[config.mk]
export PLATFORM = sky130hd
export DESIGN_NAME = sdram_rd_stream
export DESIGN_NICKNAME = d
export VERILOG_FILES = /design/src/rtl/sdram_pkg.sv /design/src/rtl/sdram_sync_fifo.sv /design/src/rtl/sdram_rd_stream.sv
export SDC_FILE = /design/constraint.sdc
export NUM_CORES = 2
export LEC_CHECK = 0
export BUFFER_PORTS_ARGS = -buffer_cell sky130_fd_sc_hd__buf_2
export CAP_MARGIN = 5
export CORE_ASPECT_RATIO = 0.6
export CORE_UTILIZATION = 50
export CTS_CLUSTER_DIAMETER = 60
export DETAILED_ROUTE_END_ITERATION = 10
export PLACE_DENSITY = 0.7
export SYNTH_ARGS = -nofsm -noshare
export SYNTH_HDL_FRONTEND = slang
export SYNTH_SLANG_ARGS = --single-unit
[constraint.sdc]
create_clock -name sdramclk -period 7.1 [get_ports sdramclk]
set_input_delay 1.42 -clock sdramclk [delete_from_list [all_inputs] [get_ports sdramclk]]
set_output_delay 1.42 -clock sdramclk [all_outputs]
set_load 0.05 [all_outputs]
[src/rtl/sdram_pkg.sv]
// Shared definitions for the SDRAM channel masters.
//   SDRAM_AW / SDRAM_DW : word address and data widths of an arbiter channel
//   CMD_RD / CMD_WR     : command encodings on the cmd port
//   rd_state_t          : state encoding of the read-stream controller
package sdram_pkg;

  localparam int   SDRAM_AW = 23;
  localparam int   SDRAM_DW = 32;
  localparam logic CMD_RD   = 1'b0;
  localparam logic CMD_WR   = 1'b1;

  typedef enum logic [2:0] {
    ST_IDLE    = 3'd0,
    ST_ISSUE   = 3'd1,
    ST_REQ     = 3'd2,
    ST_WAIT_RX = 3'd3,
    ST_DRAIN   = 3'd4
  } rd_state_t;

endpackage

[src/rtl/sdram_sync_fifo.sv]
// Single-clock first-word-fall-through FIFO.
//   sdramclk, rst_n : clock, asynchronous active-low reset
//   push, wdata     : write strobe and data (dropped when full without a pop)
//   pop             : remove head; ignored while empty
//   flush           : discard all contents; wins over push
//   rdata           : current head, valid while empty=0
//   empty, level    : status, level in words (0 .. 2**AW)
module sdram_sync_fifo #(
  parameter int DW = 32,
  parameter int AW = 6
) (
  input  logic          sdramclk,
  input  logic          rst_n,
  input  logic          push,
  input  logic [DW-1:0] wdata,
  input  logic          pop,
  input  logic          flush,
  output logic [DW-1:0] rdata,
  output logic          empty,
  output logic [AW:0]   level
);

  logic [DW-1:0] mem [2**AW];
  logic [AW:0]   wptr, rptr;
  logic          full, do_push, do_pop;

  // Pointers carry one extra wrap bit so full and empty are distinguishable.
  assign level   = wptr - rptr;
  assign empty   = (level == '0);
  assign full    = level[AW];
  assign do_pop  = pop & ~empty;
  assign do_push = push & (~full | do_pop);
  assign rdata   = mem[rptr[AW-1:0]];

  always_ff @(posedge sdramclk or negedge rst_n) begin
    if (!rst_n) begin
      wptr <= '0;
      rptr <= '0;
    end else if (flush) begin
      wptr <= '0;
      rptr <= '0;
    end else begin
      if (do_push) wptr <= wptr + 1'b1;
      if (do_pop)  rptr <= rptr + 1'b1;
    end
  end

  always_ff @(posedge sdramclk) begin
    if (do_push && !flush) mem[wptr[AW-1:0]] <= wdata;
  end

endmodule

[src/rtl/sdram_rd_stream.sv]
// Read-only streaming master for one SDRAM arbiter channel.
// Splits a (start_addr, word_count) transfer into burst reads that never
// cross a BURST-aligned boundary and collects the returned beats in a FWFT
// FIFO. A burst is only requested once the FIFO has room for every word
// already requested plus this burst, so the FIFO cannot overflow.
//   control : start, start_addr, word_count, abort -> busy, done
//   command : cmd, cmd_en, addr, len  <- cmd_ready
//   beats   : rdata, rvalid
//   consumer: rd_en -> rd_data, rd_empty, fifo_level
//
// state      | meaning
// IDLE       | waiting for start
// ISSUE      | deciding the next burst, waiting for FIFO credit
// REQ        | cmd_en held until the arbiter accepts
// WAIT_RX    | all bursts requested, collecting remaining beats
// DRAIN      | aborted: FIFO cleared, swallowing outstanding beats
module sdram_rd_stream
  import sdram_pkg::*;
#(
  parameter int FIFO_AW = 6,
  parameter int BURST   = 16
) (
  input  logic                sdramclk,
  input  logic                rst_n,
  input  logic                start,
  input  logic [SDRAM_AW-1:0] start_addr,
  input  logic [15:0]         word_count,
  input  logic                abort,
  output logic                busy,
  output logic                done,
  output logic                cmd,
  output logic                cmd_en,
  output logic [SDRAM_AW-1:0] addr,
  output logic [3:0]          len,
  input  logic                cmd_ready,
  input  logic [SDRAM_DW-1:0] rdata,
  input  logic                rvalid,
  input  logic                rd_en,
  output logic [SDRAM_DW-1:0] rd_data,
  output logic                rd_empty,
  output logic [FIFO_AW:0]    fifo_level
);

  localparam int LB = $clog2(BURST);
  localparam int CW = FIFO_AW + 2;

  rd_state_t           state;
  logic [SDRAM_AW-1:0] cur_addr;
  logic [15:0]         issue_rem;
  logic [15:0]         rx_rem;
  logic [CW-1:0]       outstanding;
  logic                abort_pend;

  logic [4:0]    to_bound;
  logic [4:0]    blen;
  logic [CW-1:0] space;
  logic          credit_ok;
  logic          beat;
  logic          wr_fifo;
  logic          reserve;
  logic          flush;

  assign cmd = CMD_RD;

  assign to_bound  = 5'(BURST) - 5'(cur_addr[LB-1:0]);
  assign blen      = (issue_rem < 16'(to_bound)) ? issue_rem[4:0] : to_bound;
  assign space     = CW'(2**FIFO_AW) - CW'(fifo_level) - outstanding;
  assign credit_ok = (space >= CW'(blen));

  // Beats are counted against outstanding in every active state but only
  // stored while the transfer is live.
  assign beat    = rvalid && (state != ST_IDLE);
  assign wr_fifo = rvalid && (state == ST_ISSUE || state == ST_REQ || state == ST_WAIT_RX);
  assign reserve = (state == ST_ISSUE) && !abort && (issue_rem != 16'd0) && credit_ok;
  assign flush   = (state == ST_DRAIN);

  sdram_sync_fifo #(
    .DW (SDRAM_DW),
    .AW (FIFO_AW)
  ) u_fifo (
    .sdramclk (sdramclk),
    .rst_n    (rst_n),
    .push     (wr_fifo),
    .wdata    (rdata),
    .pop      (rd_en),
    .flush    (flush),
    .rdata    (rd_data),
    .empty    (rd_empty),
    .level    (fifo_level)
  );

  always_ff @(posedge sdramclk or negedge rst_n) begin
    if (!rst_n) begin
      state       <= ST_IDLE;
      cur_addr    <= '0;
      issue_rem   <= '0;
      rx_rem      <= '0;
      outstanding <= '0;
      abort_pend  <= 1'b0;
      busy        <= 1'b0;
      done        <= 1'b0;
      cmd_en      <= 1'b0;
      addr        <= '0;
      len         <= '0;
    end else begin
      done <= 1'b0;

      // Credit is reserved at request time; a beat in the same cycle nets out.
      outstanding <= outstanding + (reserve ? CW'(blen) : CW'(0)) - (beat ? CW'(1) : CW'(0));
      if (wr_fifo) rx_rem <= rx_rem - 16'd1;

      case (state)
        ST_IDLE: begin
          if (start) begin
            if (word_count == 16'd0) begin
              done <= 1'b1;
            end else begin
              cur_addr   <= start_addr;
              issue_rem  <= word_count;
              rx_rem     <= word_count;
              abort_pend <= 1'b0;
              busy       <= 1'b1;
              state      <= ST_ISSUE;
            end
          end
        end

        ST_ISSUE: begin
          if (abort) begin
            state <= ST_DRAIN;
          end else if (issue_rem == 16'd0) begin
            state <= ST_WAIT_RX;
          end else if (credit_ok) begin
            addr   <= cur_addr;
            len    <= 4'(blen - 5'd1);
            cmd_en <= 1'b1;
            state  <= ST_REQ;
          end
        end

        // cur_addr and issue_rem are frozen here, so blen still matches len.
        ST_REQ: begin
          if (cmd_ready) begin
            cmd_en     <= 1'b0;
            cur_addr   <= cur_addr + SDRAM_AW'(blen);
            issue_rem  <= issue_rem - 16'(blen);
            abort_pend <= 1'b0;
            state      <= (abort_pend || abort) ? ST_DRAIN : ST_ISSUE;
          end else if (abort) begin
            abort_pend <= 1'b1;
          end
        end

        ST_WAIT_RX: begin
          if (rx_rem == 16'd0 || (rx_rem == 16'd1 && wr_fifo)) begin
            done  <= 1'b1;
            busy  <= 1'b0;
            state <= ST_IDLE;
          end else if (abort) begin
            state <= ST_DRAIN;
          end
        end

        ST_DRAIN: begin
          if (outstanding == '0) begin
            busy  <= 1'b0;
            state <= ST_IDLE;
          end
        end

        default: state <= ST_IDLE;
      endcase
    end
  end

endmodule

==> run summary <==
The maximum fanout along the worst path came out at 98. The row count is 116. After the last flow step, the layout net total stands at 4182. The number of buffers added on ports is 147.

In this run the critical register-to-register path is launched from u_fifo.rptr[0]$_DFFE_PN0P_. After floorplanning, the core was sized to cover 168000 sq um. Timing would allow up to 153 MHz. Entering global routing, the biggest net connects 146 pins. The normalized max-slew margin is 15.2%. The x dimension of the die came out at 534 um. The buffers plus inverters on the worst setup path came out at 3. The synthesis-stage register bit count came out at 2159. The number of DRC violations after detailed-routing iteration 0 came out at 5502. From synthesis to final layout, the design area changed by 12.2%. The number of placed I/O pins came out at 149.

The flow ran to the end, and the final reports show no timing, DRC or antenna violations. The worst reg2reg path depth came out at 27. The minimum clock period after layout came out at 6.53 ns. The actual slew at the worst max-slew pin is 1.27 ns. The first-pass iteration count of the detailed router came out at 5. The signal on the critical path passes through buf_12 -> buf_4 -> mux4_2 -> mux4_2 -> mux4_2 -> buf_2. The category of the critical setup timing path is reg -> out. After detailed routing, the number of vias per cell comes to 6.30.

The clock-pin slew reported for the worst setup and hold paths after clock tree synthesis came out at 0.06 ns. The post-detailed-placement half-perimeter wirelength came out at 116 mm. The maximum vdd drop is 0.000499 V. For the final database, setup skew stands at 0.0705 ns. The top cell family by delay on the critical path is multiplexers. The worst setup slack for register-to-register paths is 1.15 ns. The wire length the detailed router placed on met1 came out at 84.3 mm. The total of max-cap violations came out at 0. The global-route congestion overflow total is 0. The detail route stage leaves a number of antenna-violating nets equal to 0. The H-tree level count is 4.

The most numerous cell type found on the critical path is sky130_fd_sc_hd__mux4_2. The detailed router used layers up to and including met5. The tree is rooted in a sky130_fd_sc_hd__clkbuf_16. The detailed-route wire length is 203 mm. During synthesis, Yosys emitted a total of 0 warnings. The CTS sink count came out at 2159. The analysis attributes to cell leakage a power of 29.9 nW. On the worst path, the slowest cell contributes a delay of 0.73 ns.

Setup repair after global routing left no endpoint under its margin. The worst hold path belongs to the class reg -> reg. The count of hold buffers inserted by post-cts repair came out at 0. The via count came out at 40600.

The cell area after synthesis came out at 84900 sq um. The portion of the clock cycle consumed by the worst path in the final layout is 92.0%. The DRC violation count after routing came out at 0. The via count of the first global-routing pass is 40100. From bottom edge to top edge, the die measures 321 um. The worst setup path is captured at an output port.

STA classifies the critical path startpoint as a register. The initial antenna violation count is 25. The routability congestion estimate came out at 0.830. The met2 wirelength from detailed routing is 87.1 mm.

The number of enable flip-flop cells after synthesis came out at 2048. In the synthesized netlist the async set-or-reset flop fraction comes to 5.14%. The critical path data arrival time is 5.11 ns. For the worst-skew pair, the clock arrives at the later sink with an insertion delay of 0.85 ns. The register area share after synthesis came out at 75.7%.

The total power per unit cell area came out at 404 nW/um^2. The number of buffers between clock root and the deepest sink is 4. The final hold slack came out at 0.486 ns. TritonCTS built the clock tree. The share of layout cells above drive strength 1 is 31.5%. The overall track demand over capacity in global routing came out at 24.0%. In this run, CTS created clock tree buffers numbering 197. The number of slew-limit violations in the final report is 0.

The required time of the critical path is 5.68 ns. The starting density of the core came out at 50.6%. The number of post-CTS setup repair buffers is 0. The hold-critical path depth is 1.

The die outline area is 171000 sq um. Post-CTS repair changed the size of 0 cells. The detailed-routed wire length on met3 is 27.5 mm. The cell with the biggest individual delay on the critical path is sky130_fd_sc_hd__dfrtp_4.

The first global-routing pass estimated 291 mm of wire. In the final routed layout, each cell accounts on average for 31.5 um. The number of distinct library cells after synthesis came out at 72.

Setup violations remaining at the end of the flow were counted as 0. The worst hold path terminates at addr[4]$_DFFE_PN0P_. The endpoint identified for the worst register-to-register timing path is outstanding[7]$_DFF_PN0_. Among all flip-flop cells after synthesis, the most frequent one is sky130_fd_sc_hd__edfxtp_1.

The sum of negative setup slack came out at 0 ns. The launch point of the worst hold path is addr[4]$_DFFE_PN0P_. The final hold violation count is 0.

The mean post-synth cell area came out at 22.5 sq um. The gate count after technology mapping is 3773. The number of nets handed over by synthesis was 3908.
## how the worst max path moves through the flow
stage	start	to	slack [ns]	depth (start not counted)
after global placement	u_fifo.rptr[0]$_DFFE_PN0P_	outstanding[7]$_DFF_PN0_	1.21	27
after global routing	u_fifo.rptr[0]$_DFFE_PN0P_	rd_data[0]	0.26	6
final	u_fifo.rptr[0]$_DFFE_PN0P_	rd_data[22]	0.57	6
after CTS	u_fifo.rptr[0]$_DFFE_PN0P_	rd_data[16]	0.39	6
after detailed placement	u_fifo.rptr[0]$_DFFE_PN0P_	outstanding[7]$_DFF_PN0_	1.17	27
after floorplan	u_fifo.rptr[1]$_DFFE_PN0P_	outstanding[7]$_DFF_PN0_	0.53	28
## power by group
part / switching, W / total, W / internal [W]
combinational: 0.00794 / 0.0136 / 0.00569
clock: 0.00455 / 0.0101 / 0.00553
sequential: 0.000352 / 0.0147 / 0.0143
total: 0.0129 / 0.0384 / 0.0256
## synth_stat cells (10+ instances only)
master | instances | area share, %
sky130_fd_sc_hd__nand2b_1 | 10 | 0.074
sky130_fd_sc_hd__mux4_2 | 672 | 18
sky130_fd_sc_hd__buf_1 | 52 | 0.23
sky130_fd_sc_hd__ha_1 | 52 | 0.77
sky130_fd_sc_hd__inv_1 | 67 | 0.30
sky130_fd_sc_hd__nand2_1 | 68 | 0.30
sky130_fd_sc_hd__a21oi_1 | 71 | 0.42
sky130_fd_sc_hd__or3_1 | 10 | 0.074
sky130_fd_sc_hd__xor2_1 | 16 | 0.17
sky130_fd_sc_hd__mux2_2 | 28 | 0.37
sky130_fd_sc_hd__nand3_1 | 22 | 0.13
sky130_fd_sc_hd__nor3_1 | 29 | 0.17
sky130_fd_sc_hd__xnor2_1 | 29 | 0.30
sky130_fd_sc_hd__clkbuf_1 | 133 | 0.59
sky130_fd_sc_hd__dfrtp_1 | 111 | 3.3
sky130_fd_sc_hd__nor2_1 | 126 | 0.56
sky130_fd_sc_hd__o22ai_1 | 10 | 0.074
sky130_fd_sc_hd__edfxtp_1 | 2048 | 72
sky130_fd_sc_hd__o21ai_0 | 52 | 0.31
## sequential cells by signal, summed over array words and instances, names as in the netlist
name / flops
rx_rem: 16
cur_addr: 23
state: 3
done: 1
addr: 23
u_fifo.mem: 2048
cmd_en: 1
abort_pend: 1
u_fifo.wptr: 7
u_fifo.rptr: 7
issue_rem: 16
len: 4
outstanding: 8
busy: 1
## per-layer routing
| metal | track usage [%] | vias up |
|---|---|---|
| met1 | 36.2 | 21600 |
| met4 | 5.10 | 10 |
| li1 | - | 16500 |
| met2 | 33.0 | 2147 |
| met3 | 9.43 | 248 |
| met5 | 0 | - |
## logic make-up after synthesis
family	synth area share (%)
AO/OA/AOI/OAI	1.67
XOR/XNOR	0.464
adder cells (fa/ha/maj)	0.885
buffers and inverters	1.16
flip-flops	75.7
multiplexers	18.3
other	0.00442
AND/OR/NAND/NOR	1.79
## cell usage in the layout (no fill, tap or decap), types with 52 or more instances in the layout
cell / n
sky130_fd_sc_hd__mux4_2: 672
sky130_fd_sc_hd__o21ai_0: 52
sky130_fd_sc_hd__edfxtp_1: 2048
sky130_fd_sc_hd__dfrtp_1: 107
sky130_fd_sc_hd__ha_1: 52
sky130_fd_sc_hd__clkbuf_16: 200
sky130_fd_sc_hd__nor2_4: 64
sky130_fd_sc_hd__buf_4: 107
sky130_fd_sc_hd__inv_1: 67
sky130_fd_sc_hd__buf_2: 146
sky130_fd_sc_hd__a21oi_1: 71
sky130_fd_sc_hd__nor2_1: 62
sky130_fd_sc_hd__nand2_1: 68
## layout make-up
| class | instances | area (sq um) |
|---|---|---|
| Clock buffer | 245 | 5180 |
| Fill cell | 11900 | 72500 |
| Sequential cell | 2159 | 64300 |
| Timing Repair Buffer | 264 | 1750 |
| Antenna cell | 4 | 10.0 |
| Multi-Input combinational cell | 1356 | 20100 |
| Inverter | 69 | 267 |
| Tap cell | 2242 | 2810 |
| Clock inverter | 96 | 771 |
## worst reg2reg max path: stages (launching register included)
cell and delay (ns):
sky130_fd_sc_hd__dfrtp_4 0.73, sky130_fd_sc_hd__ha_1 0.26, sky130_fd_sc_hd__inv_1 0.06, sky130_fd_sc_hd__fa_1 0.39
sky130_fd_sc_hd__a21o_1 0.17, sky130_fd_sc_hd__a21oi_1 0.26, sky130_fd_sc_hd__nor2_1 0.07, sky130_fd_sc_hd__a311oi_1 0.55
sky130_fd_sc_hd__inv_1 0.14, sky130_fd_sc_hd__ha_1 0.30, sky130_fd_sc_hd__inv_1 0.04, sky130_fd_sc_hd__ha_1 0.29
sky130_fd_sc_hd__a21oi_1 0.16, sky130_fd_sc_hd__xnor2_1 0.16, sky130_fd_sc_hd__nor3_1 0.08, sky130_fd_sc_hd__o22ai_2 0.24
sky130_fd_sc_hd__o21ai_0 0.14, sky130_fd_sc_hd__ha_1 0.33, sky130_fd_sc_hd__inv_1 0.05, sky130_fd_sc_hd__ha_1 0.26
sky130_fd_sc_hd__a21o_1 0.17, sky130_fd_sc_hd__a21oi_1 0.22, sky130_fd_sc_hd__o21bai_1 0.09, sky130_fd_sc_hd__a21oi_1 0.22
sky130_fd_sc_hd__nor2b_1 0.07, sky130_fd_sc_hd__o21ai_0 0.14, sky130_fd_sc_hd__nand2b_1 0.09, sky130_fd_sc_hd__xnor2_1 0.12
## through the flow
stage	power (W)	utilization [%]	cell area (sq um)	std cells	setup slack [ns]
final	0.0384	56.8	95200	6435	0.569
after global routing	0.0400	56.8	95200	6431	0.258
after CTS	0.0385	56.8	95200	6430	0.389
after detailed placement	0.0285	53.2	89200	6089	1.17
after global placement	0.0284	53.2	89200	6089	1.21
after floorplan	0.0245	-	84900	3773	0.529
Note: power is estimated with default switching activity, not from simulation.
